<file path="src/rtl/bias_accum_stage.sv">
// bias_accum_stage: per-lane multi-pass accumulator. It adds the layer bias on the
// first pass, saturates to 18 bits, applies an optional ReLU and hands each finished
// output group to the next layer through a one-deep valid/ready output stage.
module bias_accum_stage #(
    parameter int N_adder_tree = 16,
    parameter int ACC_W        = 24
) (
    input  logic                         clk,
    input  logic                         rst,
    input  logic [N_adder_tree*18-1:0]   bias,
    input  logic                         in_valid,
    output logic                         in_ready,
    input  logic [N_adder_tree*18-1:0]   in_data,
    input  logic                         in_last,
    input  logic                         relu_en,
    output logic                         out_valid,
    input  logic                         out_ready,
    output logic [N_adder_tree*18-1:0]   out_data,
    output logic                         sat_flag,
    output logic [15:0]                  group_count
);

    localparam int DW = N_adder_tree * 18;

    // Accumulator limits, held one bit wider so the raw sum can be compared directly.
    localparam logic signed [ACC_W:0]   WIDE_MAX = {2'b00, {(ACC_W-1){1'b1}}};
    localparam logic signed [ACC_W:0]   WIDE_MIN = {2'b11, {(ACC_W-1){1'b0}}};
    localparam logic signed [ACC_W-1:0] ACC_MAX  = WIDE_MAX[ACC_W-1:0];
    localparam logic signed [ACC_W-1:0] ACC_MIN  = WIDE_MIN[ACC_W-1:0];
    // Output range of the 18-bit result, expressed at accumulator width.
    localparam logic signed [ACC_W-1:0] S18_MAX  = ACC_W'(131071);
    localparam logic signed [ACC_W-1:0] S18_MIN  = ACC_W'(-131072);

    // IDLE_ACC: the next accepted beat opens a new group. ACCUM: a group is in progress.
    typedef enum logic {
        IDLE_ACC = 1'b0,
        ACCUM    = 1'b1
    } state_t;

    state_t                  state;
    state_t                  state_next;
    logic                    accept;
    logic                    last_accept;
    logic [DW-1:0]           lane_res;
    logic [N_adder_tree-1:0] sat_acc_vec;
    logic [N_adder_tree-1:0] sat_out_vec;

    // The only stall source is a held output the downstream has not taken yet.
    assign in_ready    = !out_valid || out_ready;
    assign accept      = in_valid && in_ready;
    assign last_accept = accept && in_last;

    // Group state register.
    always_ff @(posedge clk) begin
        // NOTE: sequential state uses non-blocking assignments so every register samples pre-edge values.
        if (rst) state <= IDLE_ACC;
        else     state <= state_next;
    end

    // Group state transitions: a last beat closes the group, any other beat opens or continues it.
    always_comb begin
        // NOTE: every output of a combinational block gets a default first, so no path leaves it unassigned and infers a latch.
        state_next = state;
        if (accept) begin
            state_next = in_last ? IDLE_ACC : ACCUM;
        end
    end

    for (genvar i = 0; i < N_adder_tree; i++) begin : g_lane
        logic signed [17:0]      din;
        logic signed [17:0]      bin;
        logic signed [ACC_W-1:0] acc;
        logic signed [ACC_W:0]   wide;
        logic signed [ACC_W-1:0] acc_next;
        logic signed [17:0]      res18;
        logic                    acc_clamp;
        logic                    out_clamp;

        assign din = in_data[18*i +: 18];
        assign bin = bias[18*i +: 18];

        // The first beat of a group is seeded with the bias; later beats extend the running sum.
        assign wide = (state == IDLE_ACC) ? ((ACC_W+1)'(din) + (ACC_W+1)'(bin))
                                          : ((ACC_W+1)'(acc) + (ACC_W+1)'(din));

        // Clamp the new running sum into the accumulator range.
        always_comb begin
            acc_next  = wide[ACC_W-1:0];
            acc_clamp = 1'b0;
            if (wide > WIDE_MAX) begin
                acc_next  = ACC_MAX;
                acc_clamp = 1'b1;
            end else if (wide < WIDE_MIN) begin
                acc_next  = ACC_MIN;
                acc_clamp = 1'b1;
            end
        end

        // Reduce the finished sum to 18 bits, then apply ReLU to the clamped value.
        always_comb begin
            res18     = acc_next[17:0];
            out_clamp = 1'b0;
            if (acc_next > S18_MAX) begin
                res18     = 18'h1FFFF;
                out_clamp = 1'b1;
            end else if (acc_next < S18_MIN) begin
                res18     = 18'h20000;
                out_clamp = 1'b1;
            end
            if (relu_en && res18[17]) begin
                res18 = '0;
            end
        end

        // Running sum: cleared on reset and after the last pass so the next group starts clean.
        always_ff @(posedge clk) begin
            if (rst)         acc <= '0;
            else if (accept) acc <= in_last ? '0 : acc_next;
        end

        assign lane_res[18*i +: 18] = res18;
        assign sat_acc_vec[i]       = acc_clamp;
        assign sat_out_vec[i]       = out_clamp;
    end

    // One-deep output stage: load on a last beat, otherwise drain when the downstream accepts.
    always_ff @(posedge clk) begin
        if (rst) begin
            out_valid <= 1'b0;
            out_data  <= '0;
        end else if (last_accept) begin
            out_valid <= 1'b1;
            out_data  <= lane_res;
        end else if (out_ready) begin
            out_valid <= 1'b0;
        end
    end

    // Sticky saturation indicator covering both the accumulator and the 18-bit clamp.
    always_ff @(posedge clk) begin
        if (rst) begin
            sat_flag <= 1'b0;
        end else if (accept && ((|sat_acc_vec) || (in_last && (|sat_out_vec)))) begin
            sat_flag <= 1'b1;
        end
    end

    // Count groups taken by the downstream; wraps naturally at 16 bits.
    always_ff @(posedge clk) begin
        if (rst)                         group_count <= '0;
        else if (out_valid && out_ready) group_count <= group_count + 16'd1;
    end

endmodule
</file>
<file path="config.mk">
export PLATFORM = sky130hd
export DESIGN_NAME = bias_accum_stage
export DESIGN_NICKNAME = d
export VERILOG_FILES = /design/src/rtl/bias_accum_stage.sv
export SDC_FILE = /design/constraint.sdc
export NUM_CORES = 2
export LEC_CHECK = 0
export BUFFER_PORTS_ARGS = -buffer_cell sky130_fd_sc_hd__clkbuf_2
export CAP_MARGIN = 20
export CORE_UTILIZATION = 54
export CTS_CLUSTER_DIAMETER = 40
export DETAILED_ROUTE_END_ITERATION = 8
export PLACE_DENSITY = 0.79
export SETUP_SLACK_MARGIN = 0.5
export SYNTH_ARGS = -nofsm -noshare
export SYNTH_HDL_FRONTEND = slang
export SYNTH_SLANG_ARGS = --single-unit
</file>
<file path="constraint.sdc">
create_clock -name clk -period 3.5 [get_ports clk]
set_input_delay 0.35 -clock clk [delete_from_list [all_inputs] [get_ports clk]]
set_output_delay 0.35 -clock clk [all_outputs]
set_load 0.05 [all_outputs]
</file>
==> impl_metrics.tcl <==
set metrics [dict create \
    syn-num-nets 9824 \
    yosys.area.top_type "dfxtp_1" \
    start_util 0.545 \
    grt_pass1_vias 81600 \
    startpoint_type "flop" \
    die_area_um2 121000 \
    max_freq_ghz 0.227 \
    violations "negative hold slack, max-capacitance violations, negative setup slack" \
    row_count 126 \
    drv_slew 0 \
    dieHeight_um 348 \
    globalRouteTotalUtil 0.468 \
    ys_top_cells_by_area "dfxtp_1 21%, ha_1 13%, a21oi_1 7.4%" \
    clock-sinks 691 \
    clock_path_buffers 3 \
    p_total_mw 42.8 \
    p_sw_mw 17.0 \
    ant_nets 0 \
    cts_tree "yes" \
    worst_pin_slew_ps 1470 \
    io_pins 889 \
    yosysWarnings 0 \
    routabilityCongestion 1.06 \
    layout.nets 12600 \
    cts_max_level 4 \
    status "finished with violations" \
    async_flop_share 0 \
    root_buffer "clkbuf_16" \
    cp_slowest_cell "a22oi_2" \
    powerDensity_nw_per_um2 435 \
    netlist.area_leader.share 0.215 \
    finalHoldViolCount 1 \
    hold_path.class "primary input to flop" \
    slowest_delay_ps 440 \
    seqPwrFrac 0.210 \
    drt_iter0_markers 9148 \
    drc_errors 0 \
    worstPathCellList "ha_1, buf_4, a21oi_1, o21ai_1, o31a_1, buf_6, o2111a_2, nor3_4, a31oi_1, buf_4, buf_6, buf_6, buf_6, and2_4, buf_6, a221o_1, buf_4, a22oi_2, nor2_1" \
    setup_viol 234 \
    io_buffer_count 888 \
    avgSynthCellArea_um2 7.55 \
    yosys_register_bits 691 \
    routed_wirelength_um 313000 \
    dp.final_hpwl_um 215000 \
    drive_gt1_frac 0.382 \
    min_period_ps 4400 \
    yosysSeqAreaShare 0.215 \
    place_ws_ps -807 \
    grt_max_degree 171 \
    critPathCaptureType "flop" \
    insertion_delay_ps 820 \
    synth-edff-count 0 \
    cpMostUsedCell "buf_6" \
    cp_max_fo 4 \
    leakagePower_nw 46.0 \
    cts.clk_slew.worst_paths_ps 50 \
    max-slew-margin-rel 0.0143 \
    critPathKind "flop to flop" \
    viasPerCell 6.51 \
    wl_per_cell_um 24.0 \
    area_growth_pct 52.7 \
    yosysUniqueCellTypes 121 \
    p_clk_frac 0.329 \
    p_int_mw 25.8 \
    layout_setup_ws_ps -899 \
    core-area_um2 118000 \
    synth.most_common_cell "a21oi_1" \
    drtPass1Iterations 8 \
    vias 84800 \
    p_sw_frac 0.397 \
    fin_crit_sh 1.26 \
    hold_ws_ps -4.39 \
    ys.flop_type "dfxtp_1" \
    drv_cap 1 \
    grt_overflow 0 \
    grt_pass1_wl_um 449000 \
    ys_top_cells_by_count "948 x a21oi_1, 921 x nor2_1, 694 x nand2_1" \
    finClkSkew_ps 39.4 \
    ir_worst_vdd_mv 0.427 \
    grt_setup_unrepaired "yes" \
    syn_inst 8537 \
    grt_antenna_before_repair 54 \
    worstPathRequired_ps 4130 \
    cts_inserted_buffers 138 \
    power_frac_comb 0.461 \
    die_x_um 348 \
    syn-cell-area_um2 64500 \
    crit_arrival_ps 5030 \
]
## critical path, delay by kind of cell (launching register included)
| kind | cells | cell delay [ps] |
|---|---|---|
| AO/OA/AOI/OAI | 7 | 2020 |
| buffers and inverters | 8 | 1060 |
| AND/OR/NAND/NOR | 3 | 510 |
| flip-flops | 1 | 320 |
| adder cells (fa/ha/maj) | 1 | 300 |
## sequential cells by signal, summed over array words and instances (netlist names)
register and flops:
out_valid 1, out_data 288, g_lane.acc 384, sat_flag 1, group_count 16, state 1
## routing by layer
layer	GRT usage	wire, um
met1	0.522	110000
met2	0.744	136000
met3	0.142	37200
met4	0.363	29300
met5	0	301
## what timing repair did
item | in CTS | in global routing
endpoints found under the setup margin | 609 | 651
buffers inserted | 147 | 94
endpoints found under the hold margin | 0 | 0
pin swaps | 333 | 318
cloned | 16 | 6
hold buffers | 0 | 0
resized for setup | 774 | 594
## cell type report
type                    count  area, um2
diodes                     38       95.1
clock buffers             164       3790
clock inverters            90       1080
fillers                  7367      19800
inverters                 264       1020
multi-input cells        7187      54300
flip-flops and latches    691      13900
well taps                1536       1920
repair buffers           3064      22400
## layout by cell type, fill, tap and decap left out, types with 85 or more instances in the layout
cell type and count:
buf_4 1969, clkbuf_2 887, nor2_1 865, a21oi_1 812
nand2_1 654, dfxtp_1 644, ha_1 583, o21ai_0 426
a21o_1 287, xnor2_1 277, inv_1 241, a22oi_1 202
xor2_1 194, clkbuf_16 150, o21ai_1 142, nand2b_1 131
a22o_1 120, nand3_1 119, nor3_1 117, o211ai_1 117
buf_6 114, o21a_1 112, a21oi_2 111, o21ai_2 102
a211oi_1 89, ha_4 85
## final timing paths
| kind | slack [ps] | from | end | cells past startpoint |
|---|---|---|---|---|
| setup / recovery | -900 | g_lane[13].acc[9] | g_lane[13].acc[0] | 19 |
| hold / removal | -4 | rst | g_lane[8].acc[15] | 2 |
| setup reg to reg | -900 | g_lane[13].acc[9] | g_lane[13].acc[0] | 19 |
| hold reg to reg | 440 | out_data[158] | out_data[158] | 2 |
## cell families after synthesis
kind of cell / after synthesis / share of synthesized area
AO/OA/AOI/OAI: 3379 / 0.344
AND/OR/NAND/NOR: 2549 / 0.184
adder cells (fa/ha/maj): 722 / 0.143
flip-flops: 691 / 0.215
buffers and inverters: 662 / 0.0395
XOR/XNOR: 476 / 0.0647
multiplexers: 58 / 0.00957
## power groups by stage
stage                     registers (mW)  clock network [mW]  logic (mW)
final                               8.97                14.1        19.7
after global routing                9.01                14.5        20.7
after CTS                           8.92                14.0        17.6
after detailed placement            9.05                   0        15.8
after global placement              9.03                   0        15.5
after floorplan                     9.99                   0        8.32
## per-stage QoR
| stage | std cells | instance area (um2) | util | setup TNS, ps |
|---|---|---|---|---|
| after detailed placement | 12500 | 85400 | 0.722 | -114530 |
| after global placement | 12500 | 85400 | 0.722 | -86850 |
| after CTS | 12900 | 94900 | 0.802 | -11370 |
| after global routing | 13000 | 98400 | 0.832 | -76520 |
| after floorplan | 8537 | 65800 | - | -149 |
| final | 13000 | 98400 | 0.833 | -40450 |
(Power assumes the default switching activity.)
